==> src/rtl/bascomp_io_terminal.sv <==
// Terminal side of the basic computer I/O: keyboard FIFO -> INPR/FGI, OUTR/FGO -> paced printer.
// Latency: keyboard byte reaches inpr one edge after it is queued; fgo returns PRINT_DELAY edges after the printer handshake.
// Backpressure: kbd_ready drops while the FIFO is full; prn_valid/prn_data hold steady until prn_ready.
module bascomp_io_terminal #(
  parameter int FIFO_DEPTH  = 4,
  parameter int PRINT_DELAY = 3
) (
  input  logic       clock,
  input  logic       reset,
  input  logic       kbd_valid,
  input  logic [7:0] kbd_data,
  output logic       kbd_ready,
  output logic [7:0] inpr,
  output logic       fgi,
  input  logic       cpu_inp,
  input  logic       cpu_out,
  input  logic [7:0] cpu_outr,
  output logic       fgo,
  output logic       prn_valid,
  output logic [7:0] prn_data,
  input  logic       prn_ready,
  input  logic       ien_set,
  input  logic       ien_clr,
  input  logic       int_ack,
  output logic       ien,
  output logic       irq,
  output logic       ovr
);

  localparam int AW = $clog2(FIFO_DEPTH);
  localparam int CW = (PRINT_DELAY > 1) ? $clog2(PRINT_DELAY) : 1;
  localparam logic [AW:0]   FULL_CNT = (AW + 1)'(FIFO_DEPTH);
  // Counter is preloaded with one less than the delay: the handshake edge itself is not a busy cycle.
  localparam logic [CW-1:0] DLY_LOAD = (PRINT_DELAY > 0) ? CW'(PRINT_DELAY - 1) : '0;

  typedef enum logic [1:0] {S_IDLE, S_SEND, S_DELAY} state_t;

  logic [7:0]    mem_q [FIFO_DEPTH];
  logic [AW-1:0] wr_ptr_q, wr_ptr_d, rd_ptr_q, rd_ptr_d;
  logic [AW:0]   cnt_q, cnt_d;
  logic [7:0]    inpr_q, inpr_d, prn_data_q, prn_data_d;
  logic          fgi_q, fgi_d, fgo_q, fgo_d, ien_q, ien_d, ovr_q, ovr_d;
  logic [CW-1:0] dly_q, dly_d;
  state_t        state_q, state_d;

  logic full, empty, push, pop;

  assign full      = (cnt_q == FULL_CNT);
  assign empty     = (cnt_q == '0);
  assign push      = kbd_valid & ~full;
  // Refill only when INPR is free, so it can never coincide with the cpu_inp clear edge.
  assign pop       = ~fgi_q & ~empty;

  assign kbd_ready = ~full;
  assign inpr      = inpr_q;
  assign fgi       = fgi_q;
  assign fgo       = fgo_q;
  assign prn_valid = (state_q == S_SEND);
  assign prn_data  = prn_data_q;
  assign ien       = ien_q;
  assign ovr       = ovr_q;
  assign irq       = ien_q & (fgi_q | fgo_q);

  // Keyboard FIFO bookkeeping, INPR refill, interrupt enable and protocol-error tracking.
  always_comb begin
    wr_ptr_d = wr_ptr_q;
    rd_ptr_d = rd_ptr_q;
    cnt_d    = cnt_q;
    inpr_d   = inpr_q;
    fgi_d    = fgi_q;
    ien_d    = ien_q;
    ovr_d    = ovr_q | (cpu_inp & ~fgi_q) | (cpu_out & ~fgo_q);

    if (push) wr_ptr_d = wr_ptr_q + 1'b1;
    if (pop) begin
      rd_ptr_d = rd_ptr_q + 1'b1;
      inpr_d   = mem_q[rd_ptr_q];
      fgi_d    = 1'b1;
    end
    case ({push, pop})
      2'b10:   cnt_d = cnt_q + 1'b1;
      2'b01:   cnt_d = cnt_q - 1'b1;
      default: cnt_d = cnt_q;
    endcase

    if (cpu_inp && fgi_q) fgi_d = 1'b0;

    // Clear beats set when both arrive on the same edge.
    if (ien_clr || int_ack) ien_d = 1'b0;
    else if (ien_set)       ien_d = 1'b1;
  end

  // Printer FSM: accept OUTR when idle, hold it until the handshake, then count the print delay.
  always_comb begin
    state_d    = state_q;
    fgo_d      = fgo_q;
    prn_data_d = prn_data_q;
    dly_d      = dly_q;
    case (state_q)
      S_IDLE: begin
        if (cpu_out && fgo_q) begin
          prn_data_d = cpu_outr;
          fgo_d      = 1'b0;
          state_d    = S_SEND;
        end
      end
      S_SEND: begin
        if (prn_ready) begin
          if (PRINT_DELAY == 0) begin
            fgo_d   = 1'b1;
            state_d = S_IDLE;
          end else begin
            dly_d   = DLY_LOAD;
            state_d = S_DELAY;
          end
        end
      end
      S_DELAY: begin
        if (dly_q == '0) begin
          fgo_d   = 1'b1;
          state_d = S_IDLE;
        end else begin
          dly_d = dly_q - 1'b1;
        end
      end
      default: state_d = S_IDLE;
    endcase
  end

  // FIFO storage; contents need no reset because the pointers and count define validity.
  always_ff @(posedge clock) begin
    if (push) mem_q[wr_ptr_q] <= kbd_data;
  end

  // State registers with synchronous reset; reset abandons any print and discards buffered bytes.
  always_ff @(posedge clock) begin
    if (reset) begin
      wr_ptr_q   <= '0;
      rd_ptr_q   <= '0;
      cnt_q      <= '0;
      inpr_q     <= '0;
      fgi_q      <= 1'b0;
      fgo_q      <= 1'b1;
      prn_data_q <= '0;
      ien_q      <= 1'b0;
      ovr_q      <= 1'b0;
      dly_q      <= '0;
      state_q    <= S_IDLE;
    end else begin
      wr_ptr_q   <= wr_ptr_d;
      rd_ptr_q   <= rd_ptr_d;
      cnt_q      <= cnt_d;
      inpr_q     <= inpr_d;
      fgi_q      <= fgi_d;
      fgo_q      <= fgo_d;
      prn_data_q <= prn_data_d;
      ien_q      <= ien_d;
      ovr_q      <= ovr_d;
      dly_q      <= dly_d;
      state_q    <= state_d;
    end
  end

endmodule

==> config.mk <==
export PLATFORM = sky130hd
export DESIGN_NAME = bascomp_io_terminal
export DESIGN_NICKNAME = d
export VERILOG_FILES = /design/src/rtl/bascomp_io_terminal.sv
export SDC_FILE = /design/constraint.sdc
export NUM_CORES = 1
export LEC_CHECK = 0
export BUFFER_PORTS_ARGS = -buffer_cell sky130_fd_sc_hd__buf_2
export CAP_MARGIN = 10
export CORE_MARGIN = 5
export CORE_UTILIZATION = 45
export CTS_BUF_LIST = sky130_fd_sc_hd__clkbuf_2 sky130_fd_sc_hd__clkbuf_4 sky130_fd_sc_hd__clkbuf_8
export CTS_CLUSTER_SIZE = 8
export DETAILED_ROUTE_END_ITERATION = 16
export HOLD_SLACK_MARGIN = 0.02
export PLACE_DENSITY = 0.65
export SLEW_MARGIN = 5
export SYNTH_ARGS = -nofsm -noshare
export SYNTH_HDL_FRONTEND = slang
export SYNTH_SLANG_ARGS = --single-unit
==> constraint.sdc <==
create_clock -name clock -period 2.8 [get_ports clock]
set_input_delay 0.56 -clock clock [delete_from_list [all_inputs] [get_ports clock]]
set_output_delay 0.56 -clock clock [all_outputs]
set_load 0.02 [all_outputs]
==> results of run 1 <==
[cell usage after synthesis, drive strengths merged, types with 2 or more instances]
cell type,number
xor2,2
or3,4
o21a,2
nor2,9
a21o,2
o31ai,2
and3,5
buf,6
edfxtp,32
nand3,12
nor2b,2
clkbuf,6
a21oi,26
o21ai,12
ha,10
inv,14
dfxtp,31
mux4,8
nand2,20
[worst paths after layout]
kind | cells after the start | startpoint | endpoint
worst min-delay path | 2 | int_ack | ien$_SDFFE_PP0P_
worst min register to register | 2 | prn_data[4]$_SDFFE_PP0P_ | prn_data[4]$_SDFFE_PP0P_
worst max register to register | 8 | cnt_q[2]$_SDFFE_PP0P_ | cnt_q[2]$_SDFFE_PP0P_
worst max-delay path | 8 | cnt_q[2]$_SDFFE_PP0P_ | cnt_q[2]$_SDFFE_PP0P_
[power by group through the flow]
| stage | combinational (mW) | clock, mW | sequential, mW |
|---|---|---|---|
| floorplan | 0.495 | 0 | 1.29 |
| global placement | 0.716 | 0 | 1.26 |
| detailed placement | 0.722 | 0 | 1.26 |
| CTS | 0.726 | 0.706 | 1.24 |
| global route | 0.805 | 0.762 | 1.26 |
| finish | 0.719 | 0.690 | 1.24 |
[area by class of cell]
type                    instances  area [um^2]  area share, %
well taps                      72         90.1           2.94
clock buffers                   9          124           4.04
multi-input cells             130          930           30.3
flip-flops and latches         63         1580           51.5
clock inverters                 7         47.5           1.55
inverters                      14         52.6           1.71
repair buffers                 48          243           7.91
[sequential cells by signal, indices dropped and copies added, names as in the netlist]
register,flops
ovr,1
rd_ptr_q,2
wr_ptr_q,2
mem_q,32
state_q,2
dly_q,2
fgi,1
fgo,1
ien,1
cnt_q,3
inpr,8
prn_data,8
[layer usage]
layer | GRT usage [%] | up-vias | share of wire, %
li1 | - | 883 | -
met1 | 18.2 | 794 | 45
met2 | 22.5 | 34 | 47
met3 | 3.80 | 8 | 6.0
met4 | 6.80 | 0 | 1.8
met5 | 0 | - | 0
[cell families (layout without fill, tap and decap cells)]
| family | Yosys count | count (layout) | synth area share, % |
|---|---|---|---|
| compound gates | 51 | 51 | 11.4 |
| simple gates | 58 | 58 | 10.9 |
| flops | 63 | 63 | 60.2 |
| mux | 8 | 8 | 6.86 |
| buf+inv | 26 | 78 | 4.38 |
| xor+xnor | 2 | 2 | 0.667 |
| fa+ha+maj | 11 | 11 | 5.53 |
[stage by stage]
| stage | utilization, % | hold WS, ns |
|---|---|---|
| 2_1_floorplan | - | 0.431 |
| 4_1_cts | 55.0 | 0.365 |
| 3_5_place_dp | 52.0 | 0.443 |
| 5_1_grt | 55.0 | 0.363 |
| 6_report | 55.0 | 0.369 |
| 3_3_place_gp | 52.0 | 0.438 |
[worst max-delay path, stage by stage (launching register included)]
cell and delay [ns]:
dfxtp_1 0.39, or3b_1 0.49, nand2_1 0.12, ha_1 0.18, inv_1 0.06, fa_1 0.37
xor2_1 0.16, or3_2 0.40, a21oi_1 0.14
==> flow_summary.yaml, run 1 <==
synth:
  synth_largest_type_area_fraction_pct: 36.6
  post-synth-top-area-cell: "edfxtp_1"
  synthesis.area_per_instance_um2: 12.0
  synth_cells: 219
  synth.yosys.seq_area_share_pct: 60.2
  ys_ff_latch: 63
  synth-async-reset-ratio_pct: 0
  synth.top_cells.by_area: "edfxtp_1 37%, dfxtp_1 24%, mux4_2 6.9%, a21oi_1 5.0%, ha_1 4.8%"
  synth_nets: 255
  synthFlopType: "edfxtp_1"
  synth.cell_area_um2: 2630
  synth-edff-count: 32
  synthesis.yosys.warnings: 0
  synth.lib_cells_used.distinct: 38
finish:
  area_growth_pct: 16.8
  post_route_insts_no_fill: 343
  postLayoutCellArea_um2: 3070
  mostFrequentLayoutCells: "47 x buf_2, 32 x edfxtp_1, 31 x dfxtp_1"
  nets: 302
  mostFrequentLayoutCell: "buf_2"
  num-fill-cells: 502
  antenna_cells: 0
  share_of_layout_cells_above_drive_strength_1_pct: 27.3
timing:
  layout_worst_path_cycle_share_pct: 85.1
  slew_headroom_pct: 55.1
  max_slew.worst_pin.slew_ns: 0.673
  clock-skew-final_ns: 0.0106
  min_period_ns: 2.38
  number_of_pins_with_negative_max_slew_slack_in_the_final_report: 0
  clock.fmax_ghz: 0.420
  setup_repair_after_global_routing_missed_its_margin: "no"
  postLayoutSetupSlackWorst_ns: 0.417
  finalSetupViolCount: 0
  fin_setup_tns_ns: 0
  hold_viol_final: 0
global_route:
  grt_pass1_wl_um: 8160
  grt-ovfl-total: 0
  via_count_of_the_first_global_routing_pass: 1681
  grt_max_degree: 32
  track_usage_pct: 14.3
  grt_antenna_before_repair: 0
detailed_routing:
  detailed_router_s_first_iteration_violation_count: 108
  post-route-drc-count: 0
  routed_via_density: 5.01
  ant_nets: 0
  route.final.wire_length_um: 4980
  overall_via_count_from_detail_route: 1719
  detailedRoute.firstPassIterationCount: 4
  routed_wire_length_per_instance_um: 14.5
die:
  fp-row-count: 27
  floorplan.die.height_um: 86.4
  initial_core_utilization_pct: 47.1
  fp.dieArea_um2: 7460
  top_level_ports: 48
  core_area_um2: 5570
  die_extent_in_x_um: 86.4
cts:
  cts_buffers: 9
  clkLatencyLatePin_ns: 0.34
  post-cts-setup-buffers: 0
  cts_sinks: 63
  postCtsHoldBufs: 0
  cts.root.buffer_cell: "clkbuf_8"
  cts_tree: "yes"
  clk_pin_slew_worst_paths_ns: 0.08
  post_cts.resized_instances: 0
  clock_tree.buffer_depth: 2
  cts-htree-levels: 3
placement:
  globalplace.congestion: 0.740
  numPortBuffers: 47
  place.detailed.hpwl_um: 3420
  dp.cells: 327
  postPlaceCellArea_um2: 2900
  worst_slack_at_placement_ns: 0.435
critical_path:
  arrival_ns: 2.65
  critPathRequiredTime_ns: 3.07
  critPathKind: "reg2reg"
  critPathLaunchType: "flop"
  r2r_slack_ns: 0.42
  critical_path_peak_fanout: 10
  end_kind: "flop"
pwr:
  ir_drop_mv: 0.399
  total_power_consumption_of_the_routed_design_mw: 2.65
  clock_power_share_pct: 26.1
  power.switching_fraction_pct: 34.4
  sequentialPowerShare_pct: 46.7
  share_comb_of_total_power_pct: 27.2
  leakage_nw: 1.21
  power_switching_mw: 0.910
  p_int_mw: 1.74
  power-per-cell-area_nw_per_um2: 863
status:
  outcome: "finished clean"
job:
  cap_violations: 0
hold_path:
  hp-class: "in2reg"
No activity file was read; power rests on OpenSTA's default activity.
==> run 2, diff against run 1 <==
--- a/config.mk
+++ b/config.mk
@@ -14,6 +14,7 @@
 export DETAILED_ROUTE_END_ITERATION = 16
 export HOLD_SLACK_MARGIN = 0.02
 export PLACE_DENSITY = 0.65
+export REMOVE_ABC_BUFFERS = 1
 export SLEW_MARGIN = 5
 export SYNTH_ARGS = -nofsm -noshare
 export SYNTH_HDL_FRONTEND = slang
==> run 2 against run 1 <==
  * Count of clock-buffer cells in the layout rose by 1
  * Sequential power barely moved
  * Final cell count did not move
  * Worst hold slack improved by 0.028 ns
  * Non-clock buffer count did not move
  * Clock skew fell by 0.0031 ns
  * First-iteration DRC count fell by 49%
  * Sequential cell count did not move
  * Final area rose by 1.4%
  * Global-route usage barely moved
  * Combinational power fell by 0.6%
  * Largest power group unchanged
  * Highest routed layer unchanged
==> flow_summary.yaml, run 2 (synthesis results as in run 1) <==
status:
  outcome: "finished clean"
timing:
  number_of_pins_with_negative_max_slew_slack_in_the_final_report: 0
  finalSetupViolCount: 0
  hold_viol_final: 0
  fin_setup_tns_ns: 0
  min_period_ns: 2.38
  clock-skew-final_ns: 0.00746
  max_slew.worst_pin.slew_ns: 0.669
  clock.fmax_ghz: 0.421
  layout_worst_path_cycle_share_pct: 84.9
  setup_repair_after_global_routing_missed_its_margin: "no"
  slew_headroom_pct: 55.4
finish:
  num-fill-cells: 480
  area_growth_pct: 18.5
  antenna_cells: 0
  largest_register_ff_count: 32
  postLayoutCoreUtil_pct: 55.8
  mostFrequentLayoutCells: "47 x buf_2, 32 x edfxtp_1, 31 x dfxtp_1"
  share_of_layout_cells_above_drive_strength_1_pct: 26.9
  mostFrequentLayoutCell: "buf_2"
  postLayoutCellArea_um2: 3110
  top_register: "mem_q"
  nets: 302
critical_path:
  critPathRequiredTime_ns: 3.06
  critPathLaunchType: "flop"
  arrival_ns: 2.64
  startpoint_of_the_most_critical_register_to_register_path: "cnt_q[2]$_SDFFE_PP0P_"
  critPathKind: "reg2reg"
  critical_path.reg2reg.endpoint: "cnt_q[2]$_SDFFE_PP0P_"
  critical_path_peak_fanout: 10
  worstSetupStartpoint: "cnt_q[2]$_SDFFE_PP0P_"
  r2r_slack_ns: 0.42
  end_kind: "flop"
  worst-r2r-cell-count: 8
detailed_routing:
  routed_wire_length_per_instance_um: 14.7
  route.final.wire_length_um: 5050
  detailed_router_s_first_iteration_violation_count: 55
  overall_via_count_from_detail_route: 1741
  detailedRoute.firstPassIterationCount: 4
  post-route-drc-count: 0
  ant_nets: 0
  routed_via_density: 5.08
pwr:
  p_int_mw: 1.92
  ir_drop_mv: 0.487
  power-per-cell-area_nw_per_um2: 900
  power_switching_mw: 0.878
  leakage_nw: 1.23
  power.switching_fraction_pct: 31.4
  sequentialPowerShare_pct: 44.3
  total_power_consumption_of_the_routed_design_mw: 2.80
  clock_power_share_pct: 30.1
  share_comb_of_total_power_pct: 25.5
placement:
  numPortBuffers: 47
  globalplace.congestion: 0.737
  postPlaceCellArea_um2: 2900
  place.detailed.hpwl_um: 3460
cts:
  clkLatencyLatePin_ns: 0.33
  post-cts-setup-buffers: 0
  clock_tree.buffer_depth: 2
  cts-htree-levels: 3
  postCtsHoldBufs: 0
  cts_sinks: 63
  cts.root.buffer_cell: "clkbuf_8"
  post_cts.resized_instances: 0
  cts_tree: "yes"
  clk_pin_slew_worst_paths_ns: 0.07
  cts_buffers: 9
job:
  cap_violations: 0
die:
  die_extent_in_x_um: 86.4
  fp-row-count: 27
  fp.dieArea_um2: 7460
  initial_core_utilization_pct: 47.1
  core_area_um2: 5570
  top_level_ports: 48
  floorplan.die.height_um: 86.4
hold_path:
  hp-class: "in2reg"
  worst_hold_path.num_cells: 2
  min_from: "int_ack"
  hold_path_end: "ien$_SDFFE_PP0P_"
global_route:
  grt_pass1_wl_um: 7960
  grt_antenna_before_repair: 0
  track_usage_pct: 14.2
  grt_max_degree: 32
  grt-ovfl-total: 0
  via_count_of_the_first_global_routing_pass: 1663
run 2: through the flow:
| step | instances | hold WS [ns] | setup slack [ns] |
|---|---|---|---|
| CTS | 343 | 0.380 | 0.432 |
| detailed placement | 327 | 0.446 | 0.448 |
| floorplan | 207 | 0.431 | 0.470 |
| finish | 343 | 0.397 | 0.424 |
| global route | 343 | 0.383 | 0.295 |
| global placement | 327 | 0.438 | 0.494 |
run 2: layer usage:
metal / vias to the layer above / global-route usage [%] / wire, um
met5: - / 0 / 0
met4: 0 / 6.09 / 91
met3: 7 / 6.37 / 373
met2: 50 / 22.9 / 2450
met1: 804 / 16.5 / 2130
li1: 880 / - / -
run 2: critical path, stage by stage, from the launching register on:
cell and delay, ns:
dfxtp_1 0.37, or3b_1 0.50, nand2_1 0.12, ha_1 0.18, inv_1 0.06, fa_1 0.37, xor2_1 0.16, or3_2 0.40
a21oi_1 0.14
run 2: worst max-delay path by stage:
stage,to,cells past startpoint
after global placement,cnt_q[2]$_SDFFE_PP0P_,8
after CTS,cnt_q[2]$_SDFFE_PP0P_,8
after detailed placement,cnt_q[2]$_SDFFE_PP0P_,8
after floorplan,cnt_q[2]$_SDFFE_PP0P_,8
final,cnt_q[2]$_SDFFE_PP0P_,8
after global routing,cnt_q[2]$_SDFFE_PP0P_,8
run 2: layout make-up:
type / count / area (um^2) / area share, %
sequential: 63 / 1580 / 50.8
inverter: 14 / 52.6 / 1.69
clock buffer: 10 / 131 / 4.22
multi-input combinational: 130 / 930 / 29.9
clock inverter: 6 / 83.8 / 2.69
tap: 72 / 90.1 / 2.90
timing repair buffer: 48 / 243 / 7.80
run 2: power groups by stage:
stage / registers (mW) / logic [mW] / clock network [mW]
global route: 1.26 / 0.791 / 0.909
CTS: 1.24 / 0.723 / 0.865
floorplan: 1.32 / 0.412 / 0
finish: 1.24 / 0.715 / 0.844
detailed placement: 1.26 / 0.720 / 0
global placement: 1.26 / 0.707 / 0
